[config.mk]
export PLATFORM = sky130hd
export DESIGN_NAME = sparc_mem_ctrl_flat
export DESIGN_NICKNAME = d
export VERILOG_FILES = /design/src/rtl/sparc_mem_ctrl_if.sv /design/src/rtl/sparc_mem_ctrl.sv /design/src/flat_wrapper.sv
export SDC_FILE = /design/constraint.sdc
export NUM_CORES = 1
export LEC_CHECK = 0
export BUFFER_PORTS_ARGS = -buffer_cell sky130_fd_sc_hd__clkbuf_2
export CORE_MARGIN = 10
export CORE_UTILIZATION = 53
export DETAILED_ROUTE_END_ITERATION = 8
export MAX_ROUTING_LAYER = met4
export PLACE_DENSITY = 0.85
export SLEW_MARGIN = 20
export SYNTH_ARGS = -nofsm -noshare
export SYNTH_HDL_FRONTEND = slang
export SYNTH_SLANG_ARGS = --single-unit
[constraint.sdc]
create_clock -name Clk -period 3 [get_ports Clk]
set_input_delay 0.45 -clock Clk [delete_from_list [all_inputs] [get_ports Clk]]
set_output_delay 0.45 -clock Clk [all_outputs]
set_load 0.02 [all_outputs]
[src/rtl/sparc_mem_ctrl_if.sv]
// Request/completion and RAM-side signals of the SPARC memory sequencer.
// Ports: slave = sequencer side, master = control unit plus RAM side.
interface sparc_mem_ctrl_if #(
    parameter int ADDR_W = 12
);
    logic              mov;
    logic              r_w;
    logic [1:0]        op_type;
    logic              sgn;
    logic [31:0]       addr;
    logic [31:0]       wdata;
    logic [31:0]       rdata;
    logic              MOC;
    logic              align_err;
    logic              mem_en;
    logic              mem_we;
    logic [3:0]        mem_be;
    logic [ADDR_W-3:0] mem_addr;
    logic [31:0]       mem_wdata;
    logic [31:0]       mem_rdata;

    modport slave (
        input  mov, r_w, op_type, sgn, addr, wdata,
        input  mem_rdata,
        output rdata, MOC, align_err,
        output mem_en, mem_we, mem_be,
        output mem_addr, mem_wdata
    );

    modport master (
        output mov, r_w, op_type, sgn, addr, wdata,
        output mem_rdata,
        input  rdata, MOC, align_err,
        input  mem_en, mem_we, mem_be,
        input  mem_addr, mem_wdata
    );
endinterface

[src/rtl/sparc_mem_ctrl.sv]
// SPARC memory sequencer: alignment check, big-endian lane steering,
// wait states, load extension. Ports: Clk, Clr (async low), bus (slave).
module sparc_mem_ctrl #(
    parameter int ADDR_W      = 12,
    parameter int WAIT_STATES = 1
) (
    input logic             Clk,
    input logic             Clr,
    sparc_mem_ctrl_if.slave bus
);
    typedef enum logic [1:0] {
        IDLE,
        ACCESS,
        DONE
    } state_t;

    state_t            state, state_n;
    logic [3:0]        cnt, cnt_n;
    logic              ld, ld_n;
    logic [1:0]        op, op_n;
    logic              sx, sx_n;
    logic [1:0]        off, off_n;
    logic [31:0]       rdata_q, rdata_n;
    logic              moc_q, moc_n;
    logic              aerr_q, aerr_n;
    logic              en_q, en_n;
    logic              we_q, we_n;
    logic [3:0]        be_q, be_n;
    logic [ADDR_W-3:0] maddr_q, maddr_n;
    logic [31:0]       wd_q, wd_n;

    logic              misal;
    logic [3:0]        be_req;
    logic [31:0]       wd_req;
    logic [7:0]        lane_b;
    logic [31:0]       ld_val;
    logic              unused_addr;

    // High address bits alias onto the RAM.
    assign unused_addr = ^bus.addr[31:ADDR_W];

    // Request decode from the live inputs, used only in IDLE.
    always_comb begin
        misal  = 1'b0;
        be_req = 4'b1111;
        wd_req = bus.wdata;
        unique case (1'b1)
            bus.op_type == 2'b00: begin
                be_req = 4'b1000 >> bus.addr[1:0];
                wd_req = {4{bus.wdata[7:0]}};
            end
            bus.op_type == 2'b01: begin
                misal  = bus.addr[0];
                be_req = bus.addr[1] ? 4'b0011 : 4'b1100;
                wd_req = {2{bus.wdata[15:0]}};
            end
            default: misal = |bus.addr[1:0];
        endcase
    end

    // Lane 0 (offset 00) is bits 31:24, so shift by (3-off)*8.
    always_comb begin
        lane_b = 8'(bus.mem_rdata >> {~off, 3'b000});
        ld_val = bus.mem_rdata;
        unique case (1'b1)
            op == 2'b00:
                ld_val = {{24{sx & lane_b[7]}}, lane_b};
            op == 2'b01:
                ld_val = off[1]
                    ? {{16{sx & bus.mem_rdata[15]}},
                       bus.mem_rdata[15:0]}
                    : {{16{sx & bus.mem_rdata[31]}},
                       bus.mem_rdata[31:16]};
            default: ld_val = bus.mem_rdata;
        endcase
    end

    always_comb begin
        state_n = state;
        cnt_n   = cnt;
        ld_n    = ld;
        op_n    = op;
        sx_n    = sx;
        off_n   = off;
        rdata_n = rdata_q;
        moc_n   = moc_q;
        aerr_n  = aerr_q;
        en_n    = en_q;
        we_n    = we_q;
        be_n    = be_q;
        maddr_n = maddr_q;
        wd_n    = wd_q;
        unique case (state)
            IDLE: begin
                if (bus.mov) begin
                    ld_n  = bus.r_w;
                    op_n  = bus.op_type;
                    sx_n  = bus.sgn;
                    off_n = bus.addr[1:0];
                    if (misal) begin
                        state_n = DONE;
                        moc_n   = 1'b1;
                        aerr_n  = 1'b1;
                    end else begin
                        state_n = ACCESS;
                        cnt_n   = 4'(WAIT_STATES);
                        en_n    = 1'b1;
                        be_n    = be_req;
                        maddr_n = bus.addr[ADDR_W-1:2];
                        wd_n    = wd_req;
                        // Zero wait states: first cycle is the strobe.
                        we_n    = ~bus.r_w & (WAIT_STATES == 0);
                    end
                end
            end
            ACCESS: begin
                if (cnt == 4'd0) begin
                    state_n = DONE;
                    en_n    = 1'b0;
                    we_n    = 1'b0;
                    moc_n   = 1'b1;
                    if (ld) rdata_n = ld_val;
                end else begin
                    cnt_n = cnt - 4'd1;
                    // Strobe lands in the final (cnt==0) cycle.
                    we_n  = ~ld & (cnt == 4'd1);
                end
            end
            DONE: begin
                if (!bus.mov) begin
                    state_n = IDLE;
                    moc_n   = 1'b0;
                    aerr_n  = 1'b0;
                end
            end
            default: state_n = IDLE;
        endcase
    end

    always_ff @(posedge Clk or negedge Clr) begin
        if (!Clr) state <= IDLE;
        else      state <= state_n;
    end

    always_ff @(posedge Clk or negedge Clr) begin
        if (!Clr) begin
            cnt     <= '0;
            ld      <= 1'b0;
            op      <= '0;
            sx      <= 1'b0;
            off     <= '0;
            rdata_q <= '0;
            moc_q   <= 1'b0;
            aerr_q  <= 1'b0;
            en_q    <= 1'b0;
            we_q    <= 1'b0;
            be_q    <= '0;
            maddr_q <= '0;
            wd_q    <= '0;
        end else begin
            cnt     <= cnt_n;
            ld      <= ld_n;
            op      <= op_n;
            sx      <= sx_n;
            off     <= off_n;
            rdata_q <= rdata_n;
            moc_q   <= moc_n;
            aerr_q  <= aerr_n;
            en_q    <= en_n;
            we_q    <= we_n;
            be_q    <= be_n;
            maddr_q <= maddr_n;
            wd_q    <= wd_n;
        end
    end

    assign bus.rdata     = rdata_q;
    assign bus.MOC       = moc_q;
    assign bus.align_err = aerr_q;
    assign bus.mem_en    = en_q;
    assign bus.mem_we    = we_q;
    assign bus.mem_be    = be_q;
    assign bus.mem_addr  = maddr_q;
    assign bus.mem_wdata = wd_q;
endmodule

[src/flat_wrapper.sv]
// flat-port wrapper written by rule: the top's interface ports become plain ports
module sparc_mem_ctrl_flat 
#(
    parameter int ADDR_W      = 12,
    parameter int WAIT_STATES = 1
)
  (Clk, Clr, bus_mov, bus_r_w, bus_op_type, bus_sgn, bus_addr, bus_wdata, bus_mem_rdata, bus_rdata, bus_MOC, bus_align_err, bus_mem_en, bus_mem_we, bus_mem_be, bus_mem_addr, bus_mem_wdata);
  sparc_mem_ctrl_if #(.ADDR_W(ADDR_W)) bus_i ();
  input logic Clk;
  input logic Clr;
  input wire logic [$bits(bus_i.mov)-1:0] bus_mov;
  input wire logic [$bits(bus_i.r_w)-1:0] bus_r_w;
  input wire logic [$bits(bus_i.op_type)-1:0] bus_op_type;
  input wire logic [$bits(bus_i.sgn)-1:0] bus_sgn;
  input wire logic [$bits(bus_i.addr)-1:0] bus_addr;
  input wire logic [$bits(bus_i.wdata)-1:0] bus_wdata;
  input wire logic [$bits(bus_i.mem_rdata)-1:0] bus_mem_rdata;
  output wire logic [$bits(bus_i.rdata)-1:0] bus_rdata;
  output wire logic [$bits(bus_i.MOC)-1:0] bus_MOC;
  output wire logic [$bits(bus_i.align_err)-1:0] bus_align_err;
  output wire logic [$bits(bus_i.mem_en)-1:0] bus_mem_en;
  output wire logic [$bits(bus_i.mem_we)-1:0] bus_mem_we;
  output wire logic [$bits(bus_i.mem_be)-1:0] bus_mem_be;
  output wire logic [$bits(bus_i.mem_addr)-1:0] bus_mem_addr;
  output wire logic [$bits(bus_i.mem_wdata)-1:0] bus_mem_wdata;
  assign bus_i.mov = bus_mov;
  assign bus_i.r_w = bus_r_w;
  assign bus_i.op_type = bus_op_type;
  assign bus_i.sgn = bus_sgn;
  assign bus_i.addr = bus_addr;
  assign bus_i.wdata = bus_wdata;
  assign bus_i.mem_rdata = bus_mem_rdata;
  assign bus_rdata = bus_i.rdata;
  assign bus_MOC = bus_i.MOC;
  assign bus_align_err = bus_i.align_err;
  assign bus_mem_en = bus_i.mem_en;
  assign bus_mem_we = bus_i.mem_we;
  assign bus_mem_be = bus_i.mem_be;
  assign bus_mem_addr = bus_i.mem_addr;
  assign bus_mem_wdata = bus_i.mem_wdata;
  sparc_mem_ctrl #(.ADDR_W(ADDR_W), .WAIT_STATES(WAIT_STATES)) u_core (.Clk(Clk), .Clr(Clr), .bus(bus_i));
endmodule
==> impl_metrics.sql, run 1 <==
INSERT INTO impl_metrics (metric_group, metric, value, unit) VALUES
('outcome', 'outcome', 'finished clean', ''),
('drt', 'drc', '0', ''),
('die', 'io_count', '185', ''),
('critical_path', 'criticalPathCategory', 'register to register', ''),
('timing', 'setup_violators_final', '0', ''),
('logic_synthesis', 'synth-main-ff-cell', 'dfrtp_1', ''),
('placement', 'placedInstanceArea', '5580', 'µm²'),
('logic_synthesis', 'async_flop_share', '100', '%'),
('logic_synthesis', 'synthMostInstantiatedCell', 'dfrtp_1', ''),
('cells_and_area', 'layout-area-overhead-vs-synth', '22.0', '%'),
('logic_synthesis', 'synthesis.area_per_instance', '10.2', 'µm²'),
('logic_synthesis', 'warnings_from_yosys', '0', ''),
('drt', 'route.vias.total', '3950', ''),
('timing', 'maxClockFrequency', '0.432', 'GHz'),
('die', 'core_region_area', '8720', 'µm²'),
('drt', 'antenna_left', '0', ''),
('power_and_ir_drop', 'totalPowerFinal', '5.97', 'mW'),
('grt', 'pin_count_of_the_biggest_net_entering_global_routing', '50', ''),
('power_and_ir_drop', 'power_leakage', '2.89', 'nW'),
('logic_synthesis', 'synthCells', '463', ''),
('cells_and_area', 'final_design_area_no_fill', '5780', 'µm²'),
('timing', 'period_needed', '2.31', 'ns'),
('clocking', 'post-cts-setup-buffers', '0', ''),
('cells_and_area', 'multi_input_area', '2190', 'µm²'),
('critical_path', 'cp-end-kind', 'register', ''),
('grt', 'grt_first_pass_wirelength', '20500', 'µm'),
('cells_and_area', 'layout-drive-gt1-share', '37.3', '%'),
('clocking', 'clk_pin_slew_worst_paths', '0.10', 'ns'),
('cells_and_area', 'fillCellCount', '675', ''),
('timing', 'relSlewSlack', '35.4', '%'),
('logic_synthesis', 'synth-edff-count', '0', ''),
('drt', 'drt-wirelength-per-cell', '17.6', 'µm'),
('die', 'fp.dieH', '115', 'µm'),
('clocking', 'clk_path_buf_depth', '2', ''),
('timing', 'hold-worst-slack', '0.100', 'ns'),
('clocking', 'tritoncts.num_buffers', '9', ''),
('placement', 'io_buffer_count', '164', ''),
('drt', 'first_iter_violations', '275', ''),
('critical_path', 'critical_path.slowest_cell', 'dfrtp_1', ''),
('critical_path', 'cp_data_required_time', '3.21', 'ns'),
('critical_path', 'worst_path_largest_cell_delay', '0.86', 'ns'),
('critical_path', 'critPathLaunchType', 'register', ''),
('worst_hold_path', 'hold_path.class', 'primary input to async pin', ''),
('power_and_ir_drop', 'cellPowerDensity', '1030', 'nW/µm²'),
('logic_synthesis', 'synth.top_cells.by_count', 'dfrtp_1 (94), nand2_1 (82), nor2_1 (36)', ''),
('die', 'fp.dieW', '115', 'µm'),
('grt', 'globalRouteMet3Util', '8.49', '%'),
('timing', 'final-max-slew-violation-count', '0', ''),
('drt', 'route.final.wire_length', '12800', 'µm'),
('cells_and_area', 'nets', '720', ''),
('clocking', 'clkLatencyLatePin', '0.36', 'ns'),
('timing', 'rsz_0062_raised_after_global_routing', 'no', ''),
('placement', 'detailed_placement_hpwl', '9950', 'µm'),
('clocking', 'cts.hold.buffers_added', '0', ''),
('logic_synthesis', 'yosysSeqAreaShare', '49.6', '%'),
('timing', 'timing.final.hold_violations', '0', ''),
('grt', 'grt_util_met2', '30.0', '%'),
('critical_path', 'critical_path_peak_fanout', '21', ''),
('timing', 'period_utilisation_layout', '77.1', '%'),
('timing', 'worst_case_clock_skew', '0.0195', 'ns'),
('grt', 'global_route.usage.total', '19.6', '%'),
('logic_synthesis', 'post_synth_main_area_contributors', 'dfrtp_1 (50%), nand2_1 (6.5%), mux2i_1 (5.5%)', ''),
('logic_synthesis', 'synth_largest_area_cell', 'dfrtp_1', ''),
('grt', 'grt-busiest-layer', 'met2', ''),
('die', 'die_area', '13100', 'µm²'),
('clocking', 'htreeDepth', '3', ''),
('clocking', 'clock_sinks', '94', ''),
('logic_synthesis', 'synthesis.nets', '569', ''),
('timing', 'timing_worst_slew_pin_value', '0.969', 'ns'),
('clocking', 'cts_tree', 'yes', ''),
('drt', 'dr.pass1.iters', '6', '');
## power by group
| group | switching (mW) | internal, mW | total (mW) |
|---|---|---|---|
| Combinational | 1.72 | 1.02 | 2.74 |
| Sequential | 0.504 | 1.87 | 2.37 |
| Clock | 0.442 | 0.409 | 0.851 |
## critical path: cells and delay by family, from the launching register on
kind,cells,cell delay [ns]
mux,1,0.38
compound gates,3,0.92
flops,1,0.86
## worst paths after layout
check / start / to / slack (ns) / depth (start not counted)
worst min-delay path: Clr / u_core.bus.rdata[19]$_DFFE_PN0P_ / 0.10 / 1
worst max-delay path: u_core.off[1]$_DFFE_PN0P_ / u_core.bus.rdata[13]$_DFFE_PN0P_ / 0.69 / 4
worst min register to register: u_core.bus.mem_wdata[19]$_DFFE_PN0P_ / u_core.bus.mem_wdata[19]$_DFFE_PN0P_ / 0.49 / 2
min in group Clk: bus_r_w / u_core.ld$_DFFE_PN0P_ / 0.28 / 3
worst max register to register: u_core.off[1]$_DFFE_PN0P_ / u_core.bus.rdata[13]$_DFFE_PN0P_ / 0.69 / 4
max in group asynchronous: Clr / u_core.bus.mem_wdata[29]$_DFFE_PN0P_ / 2.22 / 2
## sequential cells by signal, summed over array words and instances, names as in the netlist
name and cells:
u_core.bus.mem_wdata 32, u_core.bus.rdata 32, u_core.bus.mem_addr 10, u_core.bus.mem_be 4
u_core.cnt 4, u_core.off 2, u_core.op 2, u_core.state 2
u_core.bus.MOC 1, u_core.bus.align_err 1, u_core.bus.mem_en 1, u_core.bus.mem_we 1
u_core.ld 1, u_core.sx 1
## placed cells by master (no fill, tap or decap), types with 2 or more instances in the layout
cell        instances
clkbuf_8           10
xor2_1              2
nor2_1             36
o21ai_1            11
o211ai_1            3
and2_1              5
a21oi_1            24
buf_12              2
nor3b_1             6
mux2_1             15
mux2_2              9
clkinvlp_4          2
a221oi_2            7
clkbuf_2          163
buf_4               5
ha_1                3
mux2i_2             2
mux2i_1            26
or3b_2              3
inv_1               3
a21o_1              2
nand3_1            25
nand3_2            11
or3_1               2
nand2_1            82
dfrtp_1            94
nand2b_1            3
nor2_2              2
o21ai_0            35
## cell type report
cell class	count	share of cell area [%]
Clock buffer	11	2.44
Clock inverter	5	1.02
Inverter	3	0.195
Multi-Input combinational cell	336	37.9
Sequential cell	94	40.7
Tap cell	108	2.34
Timing Repair Buffer	170	15.4
## per-layer routing
metal,up-vias,share of wire (%)
li1,1908,-
met1,1869,42
met2,167,46
met3,6,12
met4,0,0.72
met5,-,0
## cells by family after synthesis
logic type	after synthesis	share of synthesized area (%)
compound gates	92	13.3
fa+ha+maj	3	0.792
mux	52	11.8
flops	94	49.6
buf+inv	33	4.14
xor+xnor	3	0.554
simple gates	186	19.9
## per-stage QoR
step           worst slack, ns  util, %  cells
6_report                 0.686     66.3    727
5_1_grt                  0.561     66.3    727
4_1_cts                  0.700     66.3    727
3_5_place_dp             0.691     64.0    711
3_3_place_gp             0.775     64.0    711
2_1_floorplan             1.27        -    463
(Power assumes the default switching activity.)
==> run 2, diff against run 1 <==
ABC_AREA = 1   (was default)
CORE_UTILIZATION = 45   (was 53)
PLACE_DENSITY = 0.76   (was 0.85)
clock period = 1.9 ns   (was 3 ns; I/O delays follow)
==> run 2 against run 1 <==
Net effect:
- synthesized area grew 3.9%
- via count grew 20%
- utilization shrank 10 points
- total power grew 67%
- cell count grew 35%
- synthesized cell count grew 47%
- critical path depth grew 3
- global-route usage shrank 1.2 points
- cell area grew 4.7%
- wire length grew 11%
- fmax grew 41%
- critical endpoint is now u_core.bus.mem_wdata[9]$_DFFE_PN0P_
- largest cell class unchanged
- largest power group unchanged
==> impl_metrics.sql, run 2 <==
INSERT INTO impl_metrics (metric_group, metric, value, unit) VALUES
('grt', 'antenna_found_initial', '0', ''),
('power_and_ir_drop', 'power.sequential.fraction', '35.8', '%'),
('flow_run', 'number_of_max_cap_violations', '0', ''),
('grt', 'pin_count_of_the_biggest_net_entering_global_routing', '42', ''),
('grt', 'grt_first_pass_wirelength', '23000', 'µm'),
('critical_path', 'cp-end-kind', 'register', ''),
('cells_and_area', 'nets', '945', ''),
('drt', 'dr.pass1.iters', '6', ''),
('drt', 'first_iter_violations', '395', ''),
('logic_synthesis', 'synthesis.area_per_instance', '7.24', 'µm²'),
('power_and_ir_drop', 'power_leakage', '3.70', 'nW'),
('placement', 'placedInstanceArea', '5840', 'µm²'),
('logic_synthesis', 'warnings_from_yosys', '0', ''),
('timing', 'final-max-slew-violation-count', '0', ''),
('drt', 'detail_route.vias_per_cell', '4.83', ''),
('logic_synthesis', 'synth_area', '4920', 'µm²'),
('drt', 'drt-wirelength-per-cell', '14.5', 'µm'),
('grt', 'global_route.usage.total', '18.4', '%'),
('critical_path', 'timing.critical_path.arrival', '1.94', 'ns'),
('logic_synthesis', 'synth_top_area_share', '47.8', '%'),
('timing', 'worst_case_clock_skew', '0.00975', 'ns'),
('placement', 'gp_congestion', '0.911', ''),
('cells_and_area', 'layout_common_cells', 'nand2_1 (303), clkbuf_2 (163), dfrtp_1 (94)', ''),
('die', 'fp.dieH', '125', 'µm'),
('logic_synthesis', 'yosysUniqueCellTypes', '26', ''),
('drt', 'met2RoutedLength', '6490', 'µm'),
('worst_hold_path', 'destination_of_the_worst_hold_path', 'u_core.bus.mem_addr[1]$_DFFE_PN0P_', ''),
('placement', 'io_buffer_count', '164', ''),
('die', 'core_region_area', '10800', 'µm²'),
('die', 'fp.dieW', '125', 'µm'),
('timing', 'setup_total_negative_slack', '0', 'ns'),
('clocking', 'post-cts-setup-buffers', '0', ''),
('clocking', 'cts_root_buffer', 'clkbuf_8', ''),
('drt', 'route.vias.total', '4755', ''),
('critical_path', 'register_to_register_setup_slack', '0.26', 'ns'),
('logic_synthesis', 'synthCells', '680', ''),
('timing', 'worst_slack', '0.260', 'ns'),
('cells_and_area', 'final_design_area_no_fill', '6050', 'µm²'),
('die', 'io_count', '185', ''),
('clocking', 'htreeDepth', '3', ''),
('logic_synthesis', 'synth.top_cells.by_count', 'nand2_1 (303), dfrtp_1 (94), inv_1 (80)', ''),
('logic_synthesis', 'synthMostInstantiatedCell', 'nand2_1', ''),
('cells_and_area', 'layout-drive-gt1-share', '24.6', '%'),
('die', 'initial_core_util', '45.6', '%'),
('logic_synthesis', 'post_synthesis_register_bit_count', '94', ''),
('worst_hold_path', 'worst_hold_startpoint', 'bus_addr[3]', ''),
('power_and_ir_drop', 'totalPowerFinal', '9.99', 'mW'),
('worst_hold_path', 'worst_hold_path.num_cells', '3', ''),
('drt', 'routed.top_layer', 'met4', ''),
('outcome', 'outcome', 'finished clean', ''),
('power_and_ir_drop', 'netSwitchingFraction', '46.5', '%'),
('power_and_ir_drop', 'power.combinational.fraction', '50.6', '%'),
('timing', 'period_utilisation_layout', '86.3', '%'),
('critical_path', 'worst-r2r-cell-count', '7', ''),
('timing', 'timing_worst_slew_pin_value', '0.442', 'ns'),
('clocking', 'tritoncts.num_buffers', '9', ''),
('timing', 'hold-worst-slack', '0.118', 'ns'),
('critical_path', 'criticalPathCategory', 'register to register', ''),
('worst_hold_path', 'hold_path.class', 'primary input to register', ''),
('cells_and_area', 'finalNonFillerCells', '984', ''),
('clocking', 'cts_tree', 'yes', ''),
('logic_synthesis', 'async_flop_share', '100', '%'),
('clocking', 'number_of_instances_resized_during_post_cts_repair', '0', ''),
('cells_and_area', 'layout-area-overhead-vs-synth', '22.9', '%'),
('die', 'rows', '38', ''),
('logic_synthesis', 'yosysSeqAreaShare', '47.8', '%'),
('timing', 'setup_violators_final', '0', ''),
('placement', 'worst_setup_slack_before_clock_tree_synthesis', '0.241', 'ns'),
('critical_path', 'worst_r2r_endpoint', 'u_core.bus.mem_wdata[9]$_DFFE_PN0P_', ''),
('critical_path', 'worstReg2RegStart', 'u_core.state[1]$_DFFE_PN0P_', ''),
('clocking', 'clock_sinks', '94', ''),
('die', 'die_area', '15500', 'µm²'),
('timing', 'relSlewSlack', '70.5', '%'),
('logic_synthesis', 'post_synth_main_area_contributors', 'dfrtp_1 (48%), nand2_1 (23%), inv_1 (6.1%)', ''),
('clocking', 'clkLatencyLatePin', '0.36', 'ns'),
('cells_and_area', 'antenna_cells', '0', ''),
('placement', 'place_inst', '967', ''),
('cells_and_area', 'postLayoutCoreUtil', '56.1', '%'),
('power_and_ir_drop', 'internal_power', '5.34', 'mW'),
('drt', 'met1_length', '6360', 'µm'),
('critical_path', 'critical_path_peak_fanout', '24', ''),
('cells_and_area', 'fillCellCount', '1035', ''),
('power_and_ir_drop', 'vdd.ir_drop.worst', '0.000782', 'V'),
('drt', 'route.final.wire_length', '14200', 'µm'),
('drt', 'antenna_left', '0', ''),
('power_and_ir_drop', 'power_frac_clock', '13.5', '%'),
('critical_path', 'critPathLaunchType', 'register', ''),
('clocking', 'clk_pin_slew_worst_paths', '0.09', 'ns'),
('logic_synthesis', 'synth-main-ff-cell', 'dfrtp_1', ''),
('critical_path', 'cp_data_required_time', '2.20', 'ns'),
('timing', 'period_needed', '1.64', 'ns'),
('logic_synthesis', 'synth-edff-count', '0', ''),
('clocking', 'cts.hold.buffers_added', '1', ''),
('timing', 'maxClockFrequency', '0.610', 'GHz'),
('drt', 'met3WireLength', '1160', 'µm'),
('grt', 'grt_overflow_total', '0', ''),
('drt', 'drc', '0', ''),
('clocking', 'clk_path_buf_depth', '2', ''),
('logic_synthesis', 'synth_largest_area_cell', 'dfrtp_1', ''),
('placement', 'detailed_placement_hpwl', '10900', 'µm'),
('timing', 'rsz_0062_raised_after_global_routing', 'no', ''),
('cells_and_area', 'final_common_cell', 'nand2_1', ''),
('grt', 'grt_pass1_vias', '4694', ''),
('logic_synthesis', 'synthesis.nets', '786', ''),
('timing', 'timing.final.hold_violations', '0', ''),
('power_and_ir_drop', 'net-switching-power', '4.65', 'mW'),
('power_and_ir_drop', 'cellPowerDensity', '1650', 'nW/µm²');
-- run 2: final cells by class --
| class | instances | area (µm²) | share of cell area, % |
|---|---|---|---|
| sequential | 94 | 2350 | 38.9 |
| clock inverter | 4 | 45.0 | 0.744 |
| multi-input combinational | 470 | 2030 | 33.6 |
| tap | 140 | 175 | 2.89 |
| timing repair buffer | 182 | 986 | 16.3 |
| clock buffer | 12 | 155 | 2.56 |
| inverter | 82 | 308 | 5.09 |
-- run 2: worst max-delay path: stages (launching register included) --
cell	delay [ns]
dfrtp_1	0.43
nor2_1	0.20
inv_1	0.11
nor2_4	0.13
nand2_2	0.15
inv_2	0.37
nand2_1	0.11
nand2_1	0.08
-- run 2: logic make-up after synthesis --
group / share of synthesized area [%]
AND/OR/NAND/NOR: 29.7
AO/OA/AOI/OAI: 10.4
XOR/XNOR: 0.356
adder cells (fa/ha/maj): 0.762
flip-flops: 47.8
buffers and inverters: 11.0
-- run 2: worst max path at each step --
stage                           startpoint  slack, ns                                  end
3_3_place_gp                bus_op_type[1]       0.25   u_core.bus.mem_addr[2]$_DFFE_PN0P_
3_5_place_dp                bus_op_type[1]       0.24   u_core.bus.mem_addr[7]$_DFFE_PN0P_
4_1_cts        u_core.state[1]$_DFFE_PN0P_       0.26   u_core.bus.mem_addr[6]$_DFFE_PN0P_
5_1_grt          u_core.cnt[0]$_DFFE_PN0P_       0.06     u_core.bus.rdata[14]$_DFFE_PN0P_
2_1_floorplan    u_core.cnt[0]$_DFFE_PN0P_       0.46     u_core.bus.rdata[19]$_DFFE_PN0P_
6_report       u_core.state[1]$_DFFE_PN0P_       0.26  u_core.bus.mem_wdata[9]$_DFFE_PN0P_
-- run 2: power by group through the flow --
stage / clock [mW] / sequential [mW] / combinational [mW]
after global routing: 1.48 / 3.71 / 5.66
after floorplan: 0 / 4.57 / 2.43
after detailed placement: 0 / 3.59 / 5.12
after CTS: 1.40 / 3.58 / 5.13
final: 1.35 / 3.58 / 5.06
after global placement: 0 / 3.58 / 5.02
-- run 2: routing by layer --
layer	track usage (%)	up-vias
met3	5.06	17
met1	23.1	2144
met5	-	-
li1	-	2394
met4	6.51	0
met2	28.1	200
==> run 3, diff against run 2 <==
HOLD_SLACK_MARGIN = 0.03   (was default)
PLACE_DENSITY = 0.79   (was 0.76)
RECOVER_POWER = 100   (was default)
==> run 3 against run 2 <==
Net effect:
- wire length up 0.60%
- highest routed layer unchanged
- cell area down 2.2%
- critical endpoint is now u_core.bus.rdata[10]$_DFFE_PN0P_
- non-clock buffer count unchanged
- largest cell class unchanged
- largest power group unchanged
- flip-flop and latch count unchanged
==> impl_metrics.sql, run 3 (synthesized netlist as in run 2, its figures left out) <==
INSERT INTO impl_metrics (metric_group, metric, value, unit) VALUES
('outcome', 'outcome', 'finished clean', ''),
('clocking', 'clk_pin_slew_worst_paths', '0.11', 'ns'),
('clocking', 'tritoncts.num_buffers', '9', ''),
('critical_path', 'criticalPathCategory', 'register to register', ''),
('timing', 'period_needed', '1.70', 'ns'),
('critical_path', 'cp-end-kind', 'register', ''),
('timing', 'worst_case_clock_skew', '0.0148', 'ns'),
('grt', 'pin_count_of_the_biggest_net_entering_global_routing', '58', ''),
('cells_and_area', 'layout_common_cells', 'nand2_1 (303), dfrtp_1 (94), clkbuf_2 (87)', ''),
('clocking', 'htreeDepth', '3', ''),
('power_and_ir_drop', 'vdd.ir_drop.worst', '0.000719', 'V'),
('timing', 'setup_violators_final', '0', ''),
('placement', 'placedInstanceArea', '5840', 'µm²'),
('drt', 'first_iter_violations', '440', ''),
('drt', 'route.vias.total', '4723', ''),
('grt', 'global_route.usage.total', '18.7', '%'),
('drt', 'detail_route.vias_per_cell', '4.80', ''),
('drt', 'route.final.wire_length', '14300', 'µm'),
('timing', 'relSlewSlack', '48.5', '%'),
('drt', 'antenna_left', '0', ''),
('cells_and_area', 'layout-drive-gt1-share', '14.9', '%'),
('power_and_ir_drop', 'power_leakage', '3.41', 'nW'),
('grt', 'grt_pass1_vias', '4658', ''),
('critical_path', 'cp_data_required_time', '2.15', 'ns'),
('die', 'fp.dieH', '125', 'µm'),
('critical_path', 'critical_path_peak_fanout', '10', ''),
('power_and_ir_drop', 'cellPowerDensity', '1640', 'nW/µm²'),
('clocking', 'cts_root_buffer', 'clkbuf_8', ''),
('clocking', 'cts_tree', 'yes', ''),
('critical_path', 'timing.critical_path.arrival', '1.95', 'ns'),
('cells_and_area', 'antenna_cells', '0', ''),
('timing', 'timing.final.hold_violations', '0', ''),
('drt', 'dr.pass1.iters', '5', ''),
('timing', 'final-max-slew-violation-count', '0', ''),
('flow_run', 'number_of_max_cap_violations', '0', ''),
('cells_and_area', 'layout-area-overhead-vs-synth', '20.2', '%'),
('cells_and_area', 'final_common_cell', 'nand2_1', ''),
('drt', 'drc', '0', ''),
('placement', 'io_buffer_count', '164', ''),
('timing', 'period_utilisation_layout', '89.4', '%'),
('clocking', 'clock_sinks', '94', ''),
('grt', 'grt_first_pass_wirelength', '23400', 'µm'),
('die', 'io_count', '185', ''),
('critical_path', 'worstReg2RegStart', 'u_core.off[1]$_DFFE_PN0P_', ''),
('critical_path', 'register_to_register_setup_slack', '0.20', 'ns'),
('die', 'rows', '38', ''),
('placement', 'gp_congestion', '0.915', ''),
('timing', 'maxClockFrequency', '0.589', 'GHz'),
('die', 'initial_core_util', '45.6', '%'),
('timing', 'timing_worst_slew_pin_value', '0.773', 'ns'),
('cells_and_area', 'final_design_area_no_fill', '5920', 'µm²'),
('drt', 'drt-wirelength-per-cell', '14.5', 'µm'),
('critical_path', 'worst-r2r-cell-count', '9', ''),
('cells_and_area', 'nets', '945', ''),
('critical_path', 'worst_r2r_endpoint', 'u_core.bus.rdata[10]$_DFFE_PN0P_', ''),
('grt', 'grt_overflow_total', '0', ''),
('timing', 'rsz_0062_raised_after_global_routing', 'no', ''),
('die', 'fp.dieW', '125', 'µm'),
('worst_hold_path', 'worst_hold_path.num_cells', '3', ''),
('critical_path', 'critPathLaunchType', 'register', ''),
('die', 'die_area', '15500', 'µm²'),
('clocking', 'clkLatencyLatePin', '0.36', 'ns'),
('die', 'core_region_area', '10800', 'µm²'),
('clocking', 'clk_path_buf_depth', '2', ''),
('timing', 'setup_total_negative_slack', '0', 'ns'),
('worst_hold_path', 'destination_of_the_worst_hold_path', 'u_core.bus.mem_addr[5]$_DFFE_PN0P_', ''),
('timing', 'hold-worst-slack', '0.113', 'ns'),
('placement', 'detailed_placement_hpwl', '11000', 'µm'),
('worst_hold_path', 'hold_path.class', 'primary input to register', ''),
('worst_hold_path', 'worst_hold_startpoint', 'bus_addr[7]', ''),
('grt', 'antenna_found_initial', '0', '');
[run 3: worst max-delay path by stage]
stage	start	to	slack, ns	cells after the start
finish	u_core.off[1]$_DFFE_PN0P_	u_core.bus.rdata[10]$_DFFE_PN0P_	0.20	9
floorplan	u_core.cnt[0]$_DFFE_PN0P_	u_core.bus.rdata[19]$_DFFE_PN0P_	0.46	9
CTS	u_core.state[1]$_DFFE_PN0P_	u_core.bus.mem_be[3]$_DFFE_PN0P_	0.21	7
global placement	bus_op_type[1]	u_core.bus.mem_be[3]$_DFFE_PN0P_	0.23	8
global route	u_core.cnt[0]$_DFFE_PN0P_	u_core.bus.rdata[5]$_DFFE_PN0P_	0.0003	9
detailed placement	bus_op_type[1]	u_core.bus.mem_be[3]$_DFFE_PN0P_	0.20	8
[run 3: metal layers]
metal  vias to the layer above  wire length [µm]  part of all wire, %  global-route usage (%)
met3                        12              1200                  8.4                    5.79
met2                       197              6540                   46                    28.4
met4                         0               155                  1.1                    3.63
li1                       2396                 -                    -                       -
met5                         -                 0                    0                       -
met1                      2118              6410                   45                    24.2
[run 3: metrics by stage]
step | total power, mW | instances | utilization (%) | setup slack, ns
after floorplan | 7.00 | 680 | - | 0.462
after global placement | 8.58 | 967 | 54.1 | 0.231
after detailed placement | 8.71 | 967 | 54.1 | 0.198
after CTS | 10.1 | 984 | 56.1 | 0.209
after global routing | 10.6 | 984 | 54.9 | 0.000333
final | 9.73 | 984 | 54.9 | 0.202
[run 3: cell type report]
class                   instances  area (µm²)
flip-flops and latches         94        2350
inverters                      82         312
multi-input cells             470        2030
fillers                      1122        4870
repair buffers                182         848
clock buffers                   9         124
well taps                     140         175
clock inverters                 7        78.8
[run 3: repair_timing]
action,CTS,global route
setup buffers,0,0
hold buffers,1,0
endpoints found under the setup margin,0,1
endpoints found under the hold margin,27,0
gates resized for setup,0,1
[run 3: power breakdown]
part / leakage [nW] / total, mW / internal [mW] / switching [mW]
clock network: 0.0929 / 1.38 / 0.623 / 0.762
registers: 1.16 / 3.58 / 2.97 / 0.609
logic: 2.16 / 4.76 / 1.42 / 3.34
[run 3: critical path, stage by stage, from the launching register on]
cell and delay [ns]:
dfrtp_1 0.57, inv_2 0.15, nand2_1 0.10, nand2_1 0.09, nand2_2 0.11, nand2_1 0.06
nand2_1 0.28, nand2_1 0.11, nand2_1 0.08, nand2_1 0.05
